**config.mk**
```make
export PLATFORM = sky130hd
export DESIGN_NAME = axi_esdi_write_datapath_flat
export DESIGN_NICKNAME = d
export VERILOG_FILES = /design/src/rtl/axi_esdi_write_datapath_if.sv /design/src/rtl/axi_esdi_write_datapath.sv /design/src/flat_wrapper.sv
export SDC_FILE = /design/constraint.sdc
export NUM_CORES = 1
export LEC_CHECK = 0
export ABC_AREA = 1
export CAP_MARGIN = 0
export CORE_MARGIN = 1
export CORE_UTILIZATION = 30
export CTS_BUF_LIST = sky130_fd_sc_hd__clkbuf_2 sky130_fd_sc_hd__clkbuf_4 sky130_fd_sc_hd__clkbuf_8
export CTS_CLUSTER_DIAMETER = 200
export DETAILED_ROUTE_END_ITERATION = 8
export GPL_ROUTABILITY_DRIVEN = 0
export PLACE_DENSITY = 0.56
export REMOVE_ABC_BUFFERS = 1
export SLEW_MARGIN = 5
export SYNTH_ARGS = -nofsm -noshare
export SYNTH_HDL_FRONTEND = slang
export SYNTH_SLANG_ARGS = --single-unit
```
**constraint.sdc**
```tcl
create_clock -name aclk -period 4.1 [get_ports aclk]
set_clock_uncertainty 0.1 [all_clocks]
set_input_delay 0.82 -clock aclk [delete_from_list [all_inputs] [get_ports aclk]]
set_output_delay 0.82 -clock aclk [all_outputs]
set_load 0.1 [all_outputs]
```
**src/rtl/axi_esdi_write_datapath_if.sv**
```systemverilog
// axi_esdi_write_datapath_if: AXI4-Lite CSR channels plus the AXI4-Stream byte channel
interface axi_esdi_write_datapath_if;
   logic        csr_awvalid, csr_awready;
   logic [4:0]  csr_awaddr;
   logic        csr_wvalid, csr_wready;
   logic [31:0] csr_wdata;
   logic        csr_bvalid, csr_bready;
   logic [1:0]  csr_bresp;
   logic        csr_arvalid, csr_arready;
   logic [4:0]  csr_araddr;
   logic        csr_rvalid, csr_rready;
   logic [31:0] csr_rdata;
   logic [1:0]  csr_rresp;
   logic        s_tvalid, s_tready, s_tlast;
   logic [7:0]  s_tdata;
   modport master (
      output csr_awvalid, csr_awaddr, csr_wvalid, csr_wdata, csr_bready,
             csr_arvalid, csr_araddr, csr_rready, s_tvalid, s_tdata, s_tlast,
      input  csr_awready, csr_wready, csr_bvalid, csr_bresp, csr_arready,
             csr_rvalid, csr_rdata, csr_rresp, s_tready
   );
   modport slave (
      input  csr_awvalid, csr_awaddr, csr_wvalid, csr_wdata, csr_bready,
             csr_arvalid, csr_araddr, csr_rready, s_tvalid, s_tdata, s_tlast,
      output csr_awready, csr_wready, csr_bvalid, csr_bresp, csr_arready,
             csr_rvalid, csr_rdata, csr_rresp, s_tready
   );
endinterface

```
**src/rtl/axi_esdi_write_datapath.sv**
```systemverilog
// axi_esdi_write_datapath: serializes AXI-Stream bytes MSB-first onto the ESDI NRZ write line
// with write gate and write clock; AXI4-Lite CSRs select the bit clock and report status.
module axi_esdi_write_datapath #(
   parameter int MAX_BYTES_PER_PACKET = 2048
) (
   input  logic                            aclk,
   input  logic                            areset,
   axi_esdi_write_datapath_if.slave        bus,
   input  logic                            esdi_reference_clock_i,
   output logic                            esdi_write_gate_o,
   output logic                            esdi_write_data_o,
   output logic                            esdi_write_clock_o
);
   localparam logic [1:0] IDLE = 2'd0, ARM = 2'd1, SHIFT = 2'd2, DRAIN = 2'd3;
   localparam logic [15:0] LAST_IDX = 16'(MAX_BYTES_PER_PACKET - 1);

   logic        aw_valid_q, aw_valid_d, w_valid_q, w_valid_d, b_valid_q, b_valid_d, r_valid_q, r_valid_d;
   logic [2:0]  aw_addr_q, aw_addr_d;
   logic [7:0]  w_data_q, w_data_d;
   logic [31:0] r_data_q, r_data_d, rd_mux;
   logic        enable_q, enable_d, use_int_q, use_int_d, underrun_q, underrun_d;
   logic [7:0]  cpb_q, cpb_d, cpb_eff, cnt_q, cnt_d;
   logic [15:0] count_q, count_d, byte_cnt_q, byte_cnt_d;
   logic [2:0]  sync_q, sync_d, bit_cnt_q, bit_cnt_d;
   logic        wclk_q, wclk_d, gate_q, gate_d, data_q, data_d, last_q, last_d;
   logic [1:0]  state_q, state_d;
   logic [7:0]  shift_q, shift_d, hold_q, hold_d;
   logic        hold_last_q, hold_last_d, hold_valid_q, hold_valid_d;
   logic        wr_fire, wr0, wr1, ar_fire, clr_underrun, set_underrun;
   logic        run, wrap, tick, tready, s_acc, fill, take;

   assign wr_fire = aw_valid_q && w_valid_q && !b_valid_q;
   assign wr0 = wr_fire && aw_addr_q == 3'd0;
   assign wr1 = wr_fire && aw_addr_q == 3'd1;
   assign ar_fire = bus.csr_arvalid && !r_valid_q;
   assign clr_underrun = wr0 && w_data_q[2];

   assign aw_valid_d = wr_fire ? 1'b0 : aw_valid_q || bus.csr_awvalid;
   assign aw_addr_d = (!aw_valid_q && bus.csr_awvalid) ? bus.csr_awaddr[4:2] : aw_addr_q;
   assign w_valid_d = wr_fire ? 1'b0 : w_valid_q || bus.csr_wvalid;
   assign w_data_d = (!w_valid_q && bus.csr_wvalid) ? bus.csr_wdata[7:0] : w_data_q;
   assign b_valid_d = wr_fire || (b_valid_q && !bus.csr_bready);
   assign r_valid_d = ar_fire || (r_valid_q && !bus.csr_rready);
   assign rd_mux = bus.csr_araddr[4:2] == 3'd0 ? {30'd0, use_int_q, enable_q} :
                   bus.csr_araddr[4:2] == 3'd1 ? {24'd0, cpb_q} :
                   bus.csr_araddr[4:2] == 3'd2 ? {count_q, 14'd0, underrun_q, gate_q} : 32'd0;
   assign r_data_d = ar_fire ? rd_mux : r_data_q;
   assign enable_d = wr0 ? w_data_q[0] : enable_q;
   assign use_int_d = wr0 ? w_data_q[1] : use_int_q;
   assign cpb_d = wr1 ? w_data_q : cpb_q;
   // A new underrun in the same cycle as a clear must survive.
   assign underrun_d = set_underrun || (underrun_q && !clr_underrun);

   assign bus.csr_awready = !aw_valid_q;
   assign bus.csr_wready = !w_valid_q;
   assign bus.csr_bvalid = b_valid_q;
   assign bus.csr_bresp = 2'b00;
   assign bus.csr_arready = !r_valid_q;
   assign bus.csr_rvalid = r_valid_q;
   assign bus.csr_rdata = r_data_q;
   assign bus.csr_rresp = 2'b00;

   assign cpb_eff = cpb_q < 8'd2 ? 8'd2 : cpb_q;
   assign run = enable_q && use_int_q;
   assign wrap = cnt_q >= cpb_eff - 8'd1;
   assign cnt_d = (run && !wrap) ? cnt_q + 8'd1 : 8'd0;
   assign sync_d = {sync_q[1:0], esdi_reference_clock_i};
   assign tick = use_int_q ? run && wrap : sync_q[2] && !sync_q[1];
   // Registered from the same stage pair as the tick so the clock edge lines up with data updates.
   assign wclk_d = use_int_q ? run && cnt_d >= {1'b0, cpb_eff[7:1]} : sync_q[1];

   assign tready = state_q == DRAIN || (enable_q && !hold_valid_q);
   assign s_acc = bus.s_tvalid && tready;
   assign fill = s_acc && state_q != DRAIN;
   assign hold_d = fill ? bus.s_tdata : hold_q;
   assign hold_last_d = fill ? bus.s_tlast : hold_last_q;
   assign bus.s_tready = tready;

   always_comb begin
      state_d = state_q;
      shift_d = shift_q;
      last_d = last_q;
      bit_cnt_d = bit_cnt_q;
      byte_cnt_d = byte_cnt_q;
      gate_d = gate_q;
      data_d = data_q;
      count_d = count_q;
      set_underrun = 1'b0;
      take = 1'b0;
      hold_valid_d = hold_valid_q || fill;
      if ((state_q == ARM || state_q == SHIFT) && !enable_q) begin
         gate_d = 1'b0;
         data_d = 1'b0;
         set_underrun = 1'b1;
         hold_valid_d = 1'b0;
         state_d = DRAIN;
      end else if (state_q == IDLE) begin
         if (hold_valid_q) begin
            take = 1'b1;
            shift_d = hold_q;
            last_d = hold_last_q;
            bit_cnt_d = 3'd0;
            byte_cnt_d = 16'd0;
            state_d = ARM;
         end
      end else if (state_q == ARM) begin
         if (tick) begin
            gate_d = 1'b1;
            data_d = shift_q[7];
            shift_d = {shift_q[6:0], 1'b0};
            bit_cnt_d = 3'd0;
            state_d = SHIFT;
         end
      end else if (state_q == SHIFT) begin
         if (tick && bit_cnt_q != 3'd7) begin
            data_d = shift_q[7];
            shift_d = {shift_q[6:0], 1'b0};
            bit_cnt_d = bit_cnt_q + 3'd1;
         end else if (tick && (last_q || byte_cnt_q == LAST_IDX)) begin
            gate_d = 1'b0;
            data_d = 1'b0;
            count_d = byte_cnt_q + 16'd1;
            state_d = IDLE;
         end else if (tick && hold_valid_q) begin
            take = 1'b1;
            data_d = hold_q[7];
            shift_d = {hold_q[6:0], 1'b0};
            last_d = hold_last_q;
            bit_cnt_d = 3'd0;
            byte_cnt_d = byte_cnt_q + 16'd1;
         end else if (tick) begin
            set_underrun = 1'b1;
            gate_d = 1'b0;
            data_d = 1'b0;
            state_d = DRAIN;
         end
      end else if (s_acc && bus.s_tlast) begin
         state_d = IDLE;
      end
      if (take) hold_valid_d = 1'b0;
   end

   always_ff @(posedge aclk or posedge areset)
      if (areset) begin
         aw_valid_q <= 1'b0;
         aw_addr_q <= 3'd0;
         w_valid_q <= 1'b0;
         w_data_q <= 8'd0;
         b_valid_q <= 1'b0;
         r_valid_q <= 1'b0;
         r_data_q <= 32'd0;
         enable_q <= 1'b0;
         use_int_q <= 1'b1;
         cpb_q <= 8'd4;
         underrun_q <= 1'b0;
         count_q <= 16'd0;
         cnt_q <= 8'd0;
         sync_q <= 3'd0;
         wclk_q <= 1'b0;
         state_q <= IDLE;
         shift_q <= 8'd0;
         last_q <= 1'b0;
         bit_cnt_q <= 3'd0;
         byte_cnt_q <= 16'd0;
         gate_q <= 1'b0;
         data_q <= 1'b0;
         hold_q <= 8'd0;
         hold_last_q <= 1'b0;
         hold_valid_q <= 1'b0;
      end else begin
         aw_valid_q <= aw_valid_d;
         aw_addr_q <= aw_addr_d;
         w_valid_q <= w_valid_d;
         w_data_q <= w_data_d;
         b_valid_q <= b_valid_d;
         r_valid_q <= r_valid_d;
         r_data_q <= r_data_d;
         enable_q <= enable_d;
         use_int_q <= use_int_d;
         cpb_q <= cpb_d;
         underrun_q <= underrun_d;
         count_q <= count_d;
         cnt_q <= cnt_d;
         sync_q <= sync_d;
         wclk_q <= wclk_d;
         state_q <= state_d;
         shift_q <= shift_d;
         last_q <= last_d;
         bit_cnt_q <= bit_cnt_d;
         byte_cnt_q <= byte_cnt_d;
         gate_q <= gate_d;
         data_q <= data_d;
         hold_q <= hold_d;
         hold_last_q <= hold_last_d;
         hold_valid_q <= hold_valid_d;
      end

   assign esdi_write_gate_o = gate_q;
   assign esdi_write_data_o = data_q;
   assign esdi_write_clock_o = wclk_q;
endmodule

```
**src/flat_wrapper.sv**
```systemverilog
// flat-port wrapper written by rule: the top's interface ports become plain ports
module axi_esdi_write_datapath_flat 
#(
   parameter int MAX_BYTES_PER_PACKET = 2048
)
  (aclk, areset, esdi_reference_clock_i, esdi_write_gate_o, esdi_write_data_o, esdi_write_clock_o, bus_csr_awvalid, bus_csr_awaddr, bus_csr_wvalid, bus_csr_wdata, bus_csr_bready, bus_csr_arvalid, bus_csr_araddr, bus_csr_rready, bus_s_tvalid, bus_s_tdata, bus_s_tlast, bus_csr_awready, bus_csr_wready, bus_csr_bvalid, bus_csr_bresp, bus_csr_arready, bus_csr_rvalid, bus_csr_rdata, bus_csr_rresp, bus_s_tready);
  axi_esdi_write_datapath_if bus_i ();
  input  logic aclk;
  input  logic areset;
  input  logic esdi_reference_clock_i;
  output logic esdi_write_gate_o;
  output logic esdi_write_data_o;
  output logic esdi_write_clock_o;
  input wire logic [$bits(bus_i.csr_awvalid)-1:0] bus_csr_awvalid;
  input wire logic [$bits(bus_i.csr_awaddr)-1:0] bus_csr_awaddr;
  input wire logic [$bits(bus_i.csr_wvalid)-1:0] bus_csr_wvalid;
  input wire logic [$bits(bus_i.csr_wdata)-1:0] bus_csr_wdata;
  input wire logic [$bits(bus_i.csr_bready)-1:0] bus_csr_bready;
  input wire logic [$bits(bus_i.csr_arvalid)-1:0] bus_csr_arvalid;
  input wire logic [$bits(bus_i.csr_araddr)-1:0] bus_csr_araddr;
  input wire logic [$bits(bus_i.csr_rready)-1:0] bus_csr_rready;
  input wire logic [$bits(bus_i.s_tvalid)-1:0] bus_s_tvalid;
  input wire logic [$bits(bus_i.s_tdata)-1:0] bus_s_tdata;
  input wire logic [$bits(bus_i.s_tlast)-1:0] bus_s_tlast;
  output wire logic [$bits(bus_i.csr_awready)-1:0] bus_csr_awready;
  output wire logic [$bits(bus_i.csr_wready)-1:0] bus_csr_wready;
  output wire logic [$bits(bus_i.csr_bvalid)-1:0] bus_csr_bvalid;
  output wire logic [$bits(bus_i.csr_bresp)-1:0] bus_csr_bresp;
  output wire logic [$bits(bus_i.csr_arready)-1:0] bus_csr_arready;
  output wire logic [$bits(bus_i.csr_rvalid)-1:0] bus_csr_rvalid;
  output wire logic [$bits(bus_i.csr_rdata)-1:0] bus_csr_rdata;
  output wire logic [$bits(bus_i.csr_rresp)-1:0] bus_csr_rresp;
  output wire logic [$bits(bus_i.s_tready)-1:0] bus_s_tready;
  assign bus_i.csr_awvalid = bus_csr_awvalid;
  assign bus_i.csr_awaddr = bus_csr_awaddr;
  assign bus_i.csr_wvalid = bus_csr_wvalid;
  assign bus_i.csr_wdata = bus_csr_wdata;
  assign bus_i.csr_bready = bus_csr_bready;
  assign bus_i.csr_arvalid = bus_csr_arvalid;
  assign bus_i.csr_araddr = bus_csr_araddr;
  assign bus_i.csr_rready = bus_csr_rready;
  assign bus_i.s_tvalid = bus_s_tvalid;
  assign bus_i.s_tdata = bus_s_tdata;
  assign bus_i.s_tlast = bus_s_tlast;
  assign bus_csr_awready = bus_i.csr_awready;
  assign bus_csr_wready = bus_i.csr_wready;
  assign bus_csr_bvalid = bus_i.csr_bvalid;
  assign bus_csr_bresp = bus_i.csr_bresp;
  assign bus_csr_arready = bus_i.csr_arready;
  assign bus_csr_rvalid = bus_i.csr_rvalid;
  assign bus_csr_rdata = bus_i.csr_rdata;
  assign bus_csr_rresp = bus_i.csr_rresp;
  assign bus_s_tready = bus_i.s_tready;
  axi_esdi_write_datapath #(.MAX_BYTES_PER_PACKET(MAX_BYTES_PER_PACKET)) u_core (.aclk(aclk), .areset(areset), .bus(bus_i), .esdi_reference_clock_i(esdi_reference_clock_i), .esdi_write_gate_o(esdi_write_gate_o), .esdi_write_data_o(esdi_write_data_o), .esdi_write_clock_o(esdi_write_clock_o));
endmodule
```
==> results.md, run 1 <==
- Status: complete, no violations
- Grt peak-use layer: met2
- Core ar.: 20300 µm²
- Die area: 21300 µm²
- GR Util met1: 0.180
- Site Rows: 52
- Largest net degree at the start of global routing: 51
- Vias: 4986
- DRT iter0 DRCs: 262
- Ant diodes: 0
- Maxcap violations: 0
- Tot GR Track Use: 0.134
- Initial antenna violation count: 0
- Drt via density: 4.41
- Achievable frequency: 265 MHz
- Reg power frac: 0.346
- Met3 Usage GRT: 0.0353
- CTS Sinks: 120
- Worst setup margin: 323 ps
- Hold Worst Slack: 254 ps
- Crit-path max FO: 7
- Critical Path AT: 4000 ps
- Clock slew at reported path FFs: 70 ps
- Clk pwr share: 0.194
- Routed WL: 13600 µm
- Sequential element share of the synthesized area: 0.483
- Design Area, Final: 7570 µm²
- NetSw: 2140 µW
- Vias in the first global route: 4586
- Seq cells post-synth: 120
- CTS HTree Levels: 4
- Layout Cells excl Fill: 1130
- Layout Nets: 936
- Routing usage on met2: 0.210
- Shortest period the worst path allows: 3780 ps
- DRT antenna net count: 0
- Number of distinct library cells after synthesis: 38
- Area grow syn2layout: 21.7%
- CP endpoint kind: register
- Synthesized area: 6220 µm²
- Input/output buffers: 64
- # IOs: 105
- Dominant synthesized flop cell: dfrtp_1
- Slowest CP cell: dfrtp_2
- Switching Share: 0.456
- Initial Utilization: 0.307
- Hold Fails Final Rpt: 0
- # fillers: 2150
- Tcrit/Tclk final: 0.921
- Reg area: 3010 µm²
- Setup WS pre-CTS: 240 ps
- WS Path Type: reg2reg
- Worst slew pin tran: 994 ps
- Worst Path Required: 4330 ps
- Power Density: 620 nW/µm²
- Crit-path max cell delay: 430 ps
- Ys Warns: 0
- Syn Area/Cell: 8.08 µm²
- CTS max path bufs: 2
- Relative slew slack: 0.336
- Setup-failing EPs final: 0
- CTS root buf: clkbuf_8
- Wire length per cell: 12.1 µm
- CTS tree: built
- Worst path most repeated cell: nand2_1
- Hold bufs inserted after CTS: 0
- FFs w/ async S/R, synth: 1.00
- Min-Delay Path Class: reg2reg
- Fin. max-slew vios: 0
- Combinational share of power: 0.461
- DRC: 0
- DP Wirelength: 9420 µm
- Die height: 146 µm
- Grt ovf: 0
- Unrepaired setup endpoints after global routing: false
- Die width: 146 µm
- Synth Instances: 770
- Area of placed instances: 7120 µm²
- Drt pass-1 iters: 7
- Max IR drop VDD: 0.454 mV
- Num CTS Buffers: 17
- Startpoint Class: register
- Insertion delay to the later sink of the worst-skew pair: 440 ps
- Placed insts: 1092
- Number of synthesized flops with an enable pin: 0
- Internal Pwr Total: 2550 µW
- First-pass GRT wire length: 22700 µm
- Share of cells above drive strength 1: 0.108
- Footprint of the multi-input gates: 2840 µm²
- Setup TNS: 0 ps
- Leak pwr: 0.00379 µW
==> cell usage in the layout (no fill, tap or decap), types with 2 or more instances in the layout <==
cell type	count
a21oi_1	15
a221oi_1	2
a31oi_1	2
buf_4	17
clkbuf_8	18
clkdlybuf4s50_1	63
clkinv_2	4
clkinvlp_4	7
conb_1	12
dfrtp_1	115
dfrtp_2	3
dfstp_2	2
ha_1	25
inv_1	69
mux2_2	3
nand2_1	253
nand2_2	10
nand2_4	3
nand3_1	58
nand3_2	2
nand3_4	2
nand4_1	7
nor2_1	77
nor2_2	6
nor3_1	4
nor3_2	3
nor3b_1	2
nor4_1	2
o21ai_0	27
o21ai_1	12
o21ai_2	2
xnor2_1	3
xor2_1	17
==> logic make-up (layout without fill, tap and decap cells) <==
logic type | count (synthesis) | count (layout) | share of synthesized area
buffers and inverters | 104 | 183 | 0.0760
adders and majority gates | 27 | 27 | 0.0543
other | 1 | 12 | 0.000603
xor gates and xnor gates | 20 | 20 | 0.0282
AOI/OAI and AO/OA | 63 | 63 | 0.0573
and+or+nand+nor | 432 | 432 | 0.295
muxes | 3 | 3 | 0.00543
DFF | 120 | 120 | 0.483
==> layer usage <==
metal  up-vias  wire (µm)
met3        10        506
met4         0        153
li1       2576          -
met1      2322       6670
met2        78       6290
met5         -          0
==> cell usage after synthesis (12+ instances only) <==
library cell	n	area, µm²
o21ai_1	12	60.1
nand3_1	58	290
dfrtp_1	118	2950
a21oi_1	15	75.1
buf_4	13	97.6
nand2_1	257	965
xor2_1	17	149
clkbuf_1	12	45.0
ha_1	27	338
nor2_1	80	300
inv_1	70	263
o21ai_0	28	140
==> worst paths after layout <==
path,start,endpoint,slack [ps],cells past startpoint
setup / recovery,u_core.cpb_q[5]$_DFFE_PP0P_,u_core.esdi_write_clock_o$_DFF_PP0_,320,28
hold / removal,u_core.sync_q[0]$_DFF_PP0_,u_core.sync_q[1]$_DFF_PP0_,250,0
setup reg to reg,u_core.cpb_q[5]$_DFFE_PP0P_,u_core.esdi_write_clock_o$_DFF_PP0_,320,28
hold reg to reg,u_core.sync_q[0]$_DFF_PP0_,u_core.sync_q[1]$_DFF_PP0_,250,0
max in group asynchronous,areset,u_core.bus.csr_rdata[16]$_DFFE_PP0P_,2380,3
min in group asynchronous,areset,u_core.bus.csr_rdata[30]$_DFFE_PP0P_,730,2
==> per-stage QoR <==
stage                util  power, µW
floorplan               -       3170
global placement    0.351       3690
detailed placement  0.351       3710
CTS                 0.367       4640
global route        0.373       5070
finish              0.373       4690
==> sequential cells by signal, indices dropped and copies added, names as in the netlist, 2 cells and up <==
register and cells:
u_core.bus.csr_rdata 24, u_core.byte_cnt_q 16, u_core.count_q 16, u_core.cnt_q 8, u_core.cpb_q 8, u_core.hold_q 8
u_core.shift_q 8, u_core.w_data_q 8, u_core.aw_addr_q 3, u_core.bit_cnt_q 3, u_core.sync_q 3, u_core.state_q 2
==> repair_timing <==
item	in CTS	in global routing
endpoints found under the hold margin	0	0
setup endpoints to repair	0	1
resized for setup	0	18
buffers inserted	0	8
==> power groups by stage <==
stage / combinational (µW) / sequential (µW) / clock, µW
after floorplan: 1410 / 1760 / 0
after global placement: 2040 / 1640 / 0
after detailed placement: 2060 / 1650 / 0
after CTS: 2070 / 1630 / 946
after global routing: 2420 / 1660 / 1000
final: 2160 / 1620 / 909
==> worst max-delay path: cells and delay by family, from the launching register on <==
kind                     cells  cell delay, ps
XOR/XNOR                     1             160
adder cells (fa/ha/maj)      3             690
buffers and inverters        2             260
flip-flops                   1             430
AND/OR/NAND/NOR             22            2020
==> final cells by class <==
cell class	count	area share
Clock buffer	18	0.0327
Clock inverter	12	0.0107
Inverter	71	0.0355
Multi-Input combinational cell	557	0.375
Sequential cell	120	0.397
Tap cell	270	0.0446
Timing Repair Buffer	82	0.104
Note: power is estimated with default switching activity, not from simulation.
==> run 2: changes to the inputs <==
--- a/config.mk
+++ b/config.mk
@@ -15,7 +15,7 @@
 export GPL_ROUTABILITY_DRIVEN = 0
 export PLACE_DENSITY = 0.56
 export REMOVE_ABC_BUFFERS = 1
-export SLEW_MARGIN = 5
+export SLEW_MARGIN = 25
 export SYNTH_ARGS = -nofsm -noshare
 export SYNTH_HDL_FRONTEND = slang
 export SYNTH_SLANG_ARGS = --single-unit
==> constraint.sdc (replaced) <==
create_clock -name aclk -period 4.1 [get_ports aclk]
set_clock_uncertainty 0.1 [all_clocks]
set_input_delay 0.615 -clock aclk [delete_from_list [all_inputs] [get_ports aclk]]
set_output_delay 0.615 -clock aclk [all_outputs]
set_load 0.1 [all_outputs]
==> results.md, run 2 (synthesized netlist as in run 1, its figures left out) <==
- Status: complete, no violations
- Insertion delay to the later sink of the worst-skew pair: 440 ps
- Worst hold endpoint: u_core.sync_q[1]$_DFF_PP0_
- Hold Crit Depth: 0
- DRC: 0
- Routed WL: 13800 µm
- Layout Cells excl Fill: 1132
- Area of placed instances: 7120 µm²
- Clock slew at reported path FFs: 80 ps
- Core ar.: 20300 µm²
- Shortest period the worst path allows: 3760 ps
- Site Rows: 52
- Hold Fails Final Rpt: 0
- CTS root buf: clkbuf_8
- Tcrit/Tclk final: 0.918
- Wire length per cell: 12.2 µm
- Placed insts: 1091
- Grt peak-use layer: met2
- RR Endpoint: u_core.esdi_write_clock_o$_DFF_PP0_
- Drt pass-1 iters: 4
- Layout Nets: 936
- Most frequent cells in the layout: nand2_1, dfrtp_1, nor2_1, inv_1, clkdlybuf4s50_1
- Startpoint Class: register
- Share of cells above drive strength 1: 0.103
- CTS Sinks: 120
- Input/output buffers: 64
- Worst path most repeated cell: nand2_1
- Design Area, Final: 7650 µm²
- Worst slew pin tran: 1000 ps
- Flop2flop setup slack: 340 ps
- R2R cell count: 30
- Critical Path AT: 4000 ps
- Ant diodes: 0
- Achievable frequency: 266 MHz
- Hold bufs inserted after CTS: 0
- DRT antenna net count: 0
- Leak pwr: 0.00385 µW
- Final Core Density: 0.377
- Worst Path Required: 4330 ps
- CP endpoint kind: register
- Relative slew slack: 0.329
- Largest net degree at the start of global routing: 55
- Grt ovf: 0
- CTS HTree Levels: 4
- Worst setup path startpoint: u_core.cpb_q[1]$_DFFE_PP0P_
- DP Wirelength: 9560 µm
- Min-Delay Path Class: reg2reg
- Die width: 146 µm
- Hold_sp: u_core.sync_q[0]$_DFF_PP0_
- Initial antenna violation count: 0
- Area grow syn2layout: 23.0%
- First-pass GRT wire length: 23200 µm
- Crit-path max FO: 3
- Vias in the first global route: 4711
- Fin. max-slew vios: 0
- Routing usage on met2: 0.223
- Crit-path max cell delay: 420 ps
- WS Path Type: reg2reg
- Num CTS Buffers: 17
- Maxcap violations: 0
- DRT iter0 DRCs: 271
- Drt via density: 4.34
- CTS tree: built
- Power Density: 646 nW/µm²
- Number of flip-flops in the largest register: 24
- Tot GR Track Use: 0.137
- Slowest CP cell: dfrtp_1
- Met3 Usage GRT: 0.0303
- Vias: 4909
- Reg-to-reg critical path startpoint: u_core.cpb_q[1]$_DFFE_PP0P_
- # IOs: 105
- Initial Utilization: 0.307
- CTS max path bufs: 2
- Die area: 21300 µm²
- Unrepaired setup endpoints after global routing: true
- Commonest non-fill, non-tap cell in the layout: nand2_1
- Max IR drop VDD: 0.372 mV
- Setup-failing EPs final: 0
- GR Util met1: 0.178
- Die height: 146 µm
## run 2: metrics by stage
| stage | setup TNS, ps | hold WS (ps) | total power (µW) | setup WS, ps |
|---|---|---|---|---|
| after floorplan | 0 | 231 | 3170 | 202 |
| after global placement | 0 | 235 | 3680 | 241 |
| after detailed placement | 0 | 237 | 3720 | 142 |
| after CTS | 0 | 256 | 4910 | 125 |
| after global routing | -63.1 | 288 | 5330 | -63.1 |
| final | 0 | 255 | 4940 | 336 |
## run 2: worst max path at each step
stage | end | slack [ps] | cells past startpoint
2_1_floorplan | u_core.aw_addr_q[0]$_DFFE_PP0P_ | 200 | 1
5_1_grt | u_core.esdi_write_clock_o$_DFF_PP0_ | -60 | 30
3_3_place_gp | u_core.esdi_write_clock_o$_DFF_PP0_ | 240 | 31
4_1_cts | u_core.esdi_write_clock_o$_DFF_PP0_ | 120 | 31
6_report | u_core.esdi_write_clock_o$_DFF_PP0_ | 340 | 30
3_5_place_dp | u_core.esdi_write_clock_o$_DFF_PP0_ | 140 | 31
## run 2: what timing repair did
action,4_1_cts,5_1_grt
buffers inserted,0,9
hold endpoints to repair,0,0
endpoints found under the setup margin,0,1
gates resized for setup,0,13
## run 2: power breakdown
part,leakage [µW],switching [µW],total [µW],internal [µW]
clock network,0.000213,517,1160,639
logic,0.00206,1470,2150,682
registers,0.00157,192,1630,1440
total,0.00385,2180,4940,2760
## run 2: area by class of cell
type / count / area, µm²
clock buffers: 19 / 262
clock inverters: 13 / 168
fillers: 2092 / 12600
inverters: 71 / 269
multi-input cells: 557 / 2820
flip-flops and latches: 120 / 3010
well taps: 270 / 338
repair buffers: 82 / 792
## run 2: layer usage
metal  wire length [µm]  vias up
li1                   -     2571
met1               6680     2241
met2               6410       81
met3                483       16
met4                218        0
met5                  0        -
## run 2: critical path, delay by kind of cell (launching register included)
kind	cells	cell delay, ps
buf+inv	2	120
simple gates	23	1940
compound gates	1	120
flops	1	420
xor+xnor	1	180
fa+ha+maj	3	770
